`src/rtl/fazyrv_pkg.sv`:
```
// fazyrv_pkg: types and constants shared by the FazyRV instruction-fetch front end.
package fazyrv_pkg;

   typedef enum logic [1:0] {
      IFS_IDLE,
      IFS_DEMAND,
      IFS_PREF,
      IFS_DRAIN
   } ifetch_state_t;

   localparam logic [31:0] FAZYRV_ILLEGAL_INSTR = 32'h0000_0000;

endpackage

```
`src/rtl/fazyrv_ifetch_buf.sv`:
```
// fazyrv_ifetch_buf: one-entry sequential prefetch buffer holding valid, tag, data and error flag.
module fazyrv_ifetch_buf #(
   parameter int ADDR_WIDTH = 32
) (
   input  logic                  clk_i,
   input  logic                  rst_i,
   input  logic                  fill_i,
   input  logic                  inval_i,
   input  logic [ADDR_WIDTH-1:0] fill_tag_i,
   input  logic [31:0]           fill_data_i,
   input  logic                  fill_err_i,
   input  logic [ADDR_WIDTH-1:0] pc_i,
   output logic                  hit_o,
   output logic [31:0]           data_o,
   output logic                  err_o
);

   logic                  valid;
   logic [ADDR_WIDTH-1:0] tag;

   always_ff @(posedge clk_i or posedge rst_i) begin
      if (rst_i) begin
         valid  <= 1'b0;
         tag    <= '0;
         data_o <= '0;
         err_o  <= 1'b0;
      end else if (fill_i) begin
         valid  <= 1'b1;
         tag    <= fill_tag_i;
         data_o <= fill_data_i;
         err_o  <= fill_err_i;
      end else if (inval_i) begin
         valid  <= 1'b0;
      end
   end

   assign hit_o = valid & (tag == pc_i);

endmodule

```
`src/rtl/fazyrv_ifetch.sv`:
```
// fazyrv_ifetch: instruction fetch front end on a classic Wishbone read port.
// Define FAZYRV_IFETCH_PREFETCH_EN to add the one-entry sequential prefetch buffer.
module fazyrv_ifetch
   import fazyrv_pkg::*;
#(
   parameter int          ADDR_WIDTH    = 32,
   parameter logic [31:0] ILLEGAL_INSTR = FAZYRV_ILLEGAL_INSTR
) (
   input  logic                  clk_i,
   input  logic                  rst_i,
   input  logic                  req_i,
   input  logic [ADDR_WIDTH-1:0] pc_i,
   input  logic                  flush_i,
   output logic                  ack_o,
   output logic [31:0]           instr_o,
   output logic                  wb_cyc_o,
   output logic                  wb_stb_o,
   output logic [ADDR_WIDTH-1:0] wb_adr_o,
   input  logic [31:0]           wb_dat_i,
   input  logic                  wb_ack_i,
   input  logic                  wb_err_i
);

`ifdef FAZYRV_IFETCH_PREFETCH_EN
   localparam bit PREF_EN = 1'b1;
`else
   localparam bit PREF_EN = 1'b0;
`endif

   ifetch_state_t         state, state_n;
   logic                  ack_d, req_v, term, pc_match, take_hit, fwd, start_pref;
   logic                  fill, inval, ack_n, cyc_n;
   logic                  buf_hit, buf_err, unused_sink;
   logic [31:0]           buf_data, instr_n;
   logic [ADDR_WIDTH-1:0] pc_al, adr_n;

   assign pc_al    = {pc_i[ADDR_WIDTH-1:2], 2'b00};
   // the control FSM keeps req_i up through the ack and one more cycle
   assign req_v    = req_i & ~ack_o & ~ack_d;
   assign term     = wb_cyc_o & (wb_ack_i | wb_err_i);
   assign pc_match = pc_al == wb_adr_o;
   assign wb_stb_o = wb_cyc_o;
   assign take_hit = PREF_EN & (state == IFS_IDLE) & req_v & ~flush_i & buf_hit;
   assign fwd      = (state == IFS_PREF) & term & req_v & pc_match & ~flush_i;

`ifdef FAZYRV_IFETCH_PREFETCH_EN
   fazyrv_ifetch_buf #(
      .ADDR_WIDTH(ADDR_WIDTH)
   ) u_buf (
      .clk_i      (clk_i),
      .rst_i      (rst_i),
      .fill_i     (fill),
      .inval_i    (inval),
      .fill_tag_i (wb_adr_o),
      .fill_data_i(wb_dat_i),
      .fill_err_i (wb_err_i),
      .pc_i       (pc_al),
      .hit_o      (buf_hit),
      .data_o     (buf_data),
      .err_o      (buf_err)
   );
   assign unused_sink = ^pc_i[1:0];
`else
   assign buf_hit     = 1'b0;
   assign buf_data    = '0;
   assign buf_err     = 1'b0;
   assign unused_sink = ^{fill, inval, pc_i[1:0]};
`endif

   always_ff @(posedge clk_i or posedge rst_i) begin
      if (rst_i)
         state <= IFS_IDLE;
      else
         state <= state_n;
   end

   always_comb begin
      state_n = state;
      case (state)
         IFS_IDLE:   state_n = req_v ? (take_hit ? IFS_PREF : IFS_DEMAND) : IFS_IDLE;
         IFS_DEMAND: state_n = term ? (PREF_EN ? IFS_PREF : IFS_IDLE) : IFS_DEMAND;
         IFS_PREF:
            if (!wb_cyc_o)
               state_n = flush_i ? IFS_IDLE : IFS_PREF;
            else if (term)
               state_n = fwd ? IFS_PREF : (req_v ? IFS_DEMAND : IFS_IDLE);
            else
               state_n = (flush_i | (req_v & ~pc_match)) ? IFS_DRAIN : IFS_PREF;
         IFS_DRAIN:  state_n = term ? (req_v ? IFS_DEMAND : IFS_IDLE) : IFS_DRAIN;
         default:    state_n = IFS_IDLE;
      endcase
   end

   always_comb begin
      ack_n      = take_hit | ((state == IFS_DEMAND) & term) | fwd;
      instr_n    = take_hit ? (buf_err ? ILLEGAL_INSTR : buf_data)
                            : (wb_err_i ? ILLEGAL_INSTR : wb_dat_i);
      start_pref = PREF_EN & ack_n;
      fill       = (state == IFS_PREF) & term & ~req_v & ~flush_i;
      inval      = flush_i | take_hit;
      // a freshly started prefetch raises its strobe one cycle after the ack
      cyc_n      = (state_n != IFS_IDLE) & ~start_pref;
      adr_n      = start_pref ? (take_hit ? pc_al : wb_adr_o) + ADDR_WIDTH'(4)
                 : ((state_n == IFS_DEMAND) & (state != IFS_DEMAND)) ? pc_al : wb_adr_o;
   end

   always_ff @(posedge clk_i or posedge rst_i) begin
      if (rst_i) begin
         ack_o    <= 1'b0;
         ack_d    <= 1'b0;
         instr_o  <= '0;
         wb_cyc_o <= 1'b0;
         wb_adr_o <= '0;
      end else begin
         ack_o    <= ack_n;
         ack_d    <= ack_o;
         wb_cyc_o <= cyc_n;
         wb_adr_o <= adr_n;
         if (ack_n)
            instr_o <= instr_n;
      end
   end

endmodule

```
`config.mk`:
```
export PLATFORM = sky130hd
export DESIGN_NAME = fazyrv_ifetch
export DESIGN_NICKNAME = d
export VERILOG_FILES = /design/src/rtl/fazyrv_pkg.sv /design/src/rtl/fazyrv_ifetch_buf.sv /design/src/rtl/fazyrv_ifetch.sv
export SDC_FILE = /design/constraint.sdc
export NUM_CORES = 1
export LEC_CHECK = 0
export BUFFER_PORTS_ARGS = -buffer_cell sky130_fd_sc_hd__buf_2
export CAP_MARGIN = 0
export CORE_UTILIZATION = 53
export CTS_CLUSTER_DIAMETER = 120
export DETAILED_ROUTE_END_ITERATION = 7
export PLACE_DENSITY_LB_ADDON = 0.05
export RECOVER_POWER = 50
export SKIP_LAST_GASP = 1
export SLEW_MARGIN = 20
export SYNTH_ARGS = -nofsm -noshare
export SYNTH_HDL_FRONTEND = slang
export SYNTH_SLANG_ARGS = --single-unit
export TNS_END_PERCENT = 20
```
`constraint.sdc`:
```
create_clock -name clk_i -period 3.8 [get_ports clk_i]
set_input_delay 0.19 -clock clk_i [delete_from_list [all_inputs] [get_ports clk_i]]
set_output_delay 0.19 -clock clk_i [all_outputs]
set_load 0.1 [all_outputs]
```
==> out/results.txt <==
Result of the run - finished with violations
Failing checks - max-capacitance violations, max-slew violations
Number of antenna violations at the first check in global routing - 0
Flops & latches, synth - 67
# diodes - 0
H-tree levels - 3
Fraction of registers with async set/reset - 100%
Crit path time final - 2.46 ns
Crit path max-delay family - simple AND/OR/NAND/NOR gates
Crit path capture type - flop
Total grt overflow - 0
CTS resizes - 0
DRT Pass-1 Iters - 4
First-pass GRT wire length - 11600 µm
Starting Density - 54.9%
RSZ-0062 raised after global routing - false
Synth top cells by count - dfrtp_1, mux2_4, nor2b_1, xnor2_1, nand4_1
Final HPWL DP - 4760 µm
CTS tree - built
Hold Vio Cnt, Final - 0
CP Class - reg -> reg
Clock root cell - clkbuf_8
Slew of the pin with the lowest slew margin - 1.68 ns
Share of cells above drive strength 1 - 48.6%
Max stage delay on crit path - 0.50 ns
Die Wd - 82.8 µm
Most numerous cell in the Yosys netlist - dfrtp_1
Largest net degree at the start of global routing - 38
CP max stage cell - buf_4
Area Growth Syn to Fin - 24.5%
Vias per cell - 5.04
Final non-filler cell total - 462
Critical-path cell list - xnor2_1 -> nand4_1 -> nor4_2 -> a21oi_1 -> o211ai_4 -> buf_4 -> mux2_4
Max Slew Vio Count - 32
GRT Util Overall - 21.6%
Synth top area cells - dfrtp_1, mux2_4, xnor2_1
Worst Path Required - 4.01 ns
Via count of the first global-routing pass - 2375
TNS Setup - 0 ns
Total number of vias - 2329
Antenna Nets Post-Route - 0
Clk slew on worst S/H paths - 0.07 ns
Inst Count DP - 446
Leading area contributor after synthesis - dfrtp_1
Distinct cells, synth - 32
Routed WL - 6890 µm
Worst path bufs/invs - 1
Die area - 6860 µm²
Row count - 29
Cts bufs inserted - 9
I/O pin cnt - 137
Clk buf depth - 2
Most common flop cell mapped by yosys - dfrtp_1
WP data arrival - 2.67 ns
Worst r2r path cells - 7
DR iter-0 viols - 55
Skew final - 0.0116 ns
# DRC - 0
Cell depth of the worst setup path - 7
Mapped Area - 3460 µm²
Input/output buffers - 132
Post-synthesis sequential area ratio - 48.4%
Synth Instances - 247
Max-slew headroom - -12.3%
Synth warnings - 0
Post-CTS Hold Fix Bufs - 0
F_max - 0.406 GHz
Final period util - 64.8%
Chip height - 82.8 µm
Post-CTS Setup Inserts - 0
Hold Crit Depth - 2
Drt wl/cell - 14.9 µm
Worst skew pair latency - 0.33 ns
Core area - 6310 µm²
Final setup violation count - 0
Max cap viols - 1
Nets - 450
Post-synth EDFFs - 0
Worst-path maximum fanout - 30
# clock sinks - 67
Hold Crit Class - in -> reg
Filler cell count in the final layout - 511
Area fraction of the dominant cell type after synthesis - 48.4%
Startpoint types - flop
GP Congestion - 0.808
Syn Area/Cell - 14.0 µm²
Core Util, Final - 68.3%
==> cells by family (layout without fill, tap and decap cells) <==
kind of cell,after synthesis,after routing,share of synthesized area [%]
xor gates and xnor gates,30,30,7.59
and+or+nand+nor,56,56,10.3
muxes,63,63,26.8
DFF,67,67,48.4
buffers and inverters,16,153,3.58
other,1,2,0.108
AOI/OAI and AO/OA,14,14,3.14
==> cell type report <==
class	count	area [µm²]	share of cell area, %
Clock buffer	12	145	3.37
Inverter	3	11.3	0.261
Clock inverter	4	73.8	1.71
Tap cell	77	96.3	2.23
Sequential cell	67	1680	38.9
Timing Repair Buffer	134	633	14.7
Multi-Input combinational cell	165	1680	38.9
==> final timing paths <==
| path | startpoint | to | slack, ns |
|---|---|---|---|
| worst max-delay path | wb_adr_o[14] | wb_adr_o[22] | 1.34 |
| worst min-delay path | pc_i[6] | wb_adr_o[6] | 0.11 |
| worst max register to register | wb_adr_o[14] | wb_adr_o[22] | 1.34 |
| worst min register to register | ack_o | ack_d | 0.45 |
| max in group asynchronous | rst_i | wb_adr_o[22] | 1.36 |
| min in group asynchronous | rst_i | instr_o[26] | 0.24 |
==> sequential cells by signal, indices dropped and copies added (netlist names) <==
signal and cells:
ack_d 1, ack_o 1, instr_o 32, state 2, wb_adr_o 30, wb_cyc_o 1
==> stage by stage <==
| stage | setup slack, ns | hold slack, ns | cell area (µm²) |
|---|---|---|---|
| after floorplan | 1.25 | 0.339 | 3470 |
| after global placement | 1.22 | 0.373 | 4140 |
| after detailed placement | 1.21 | 0.376 | 4140 |
| after CTS | 1.33 | 0.00818 | 4360 |
| after global routing | 0.790 | 0.0878 | 4310 |
| final | 1.34 | 0.110 | 4310 |
==> layer usage <==
metal / share of wire (%) / GRT usage, % / vias to the layer above
li1: - / - / 1106
met1: 47 / 29.1 / 1149
met2: 48 / 33.4 / 70
met3: 5.1 / 5.96 / 4
met4: 0.67 / 7.99 / 0
met5: 0 / 0 / -
==> cells in the final DEF (no fill, tap or decap), types with 2 or more instances in the layout <==
cell type  count
conb_1         2
mux2_4        59
nand4_1        8
or2_2          2
xnor2_1       30
clkbuf_1      34
buf_2        101
nor2_1         4
dfrtp_1       67
o21ai_0        2
a21oi_1        2
mux2_2         3
nor2b_1       33
clkbuf_8      10
nand2_1        2
inv_1          3
bufinv_16      2
nor4_2         2
Power is not shown: default switching activity piles up to over one toggle a cycle in this logic, so the estimate is an artifact.
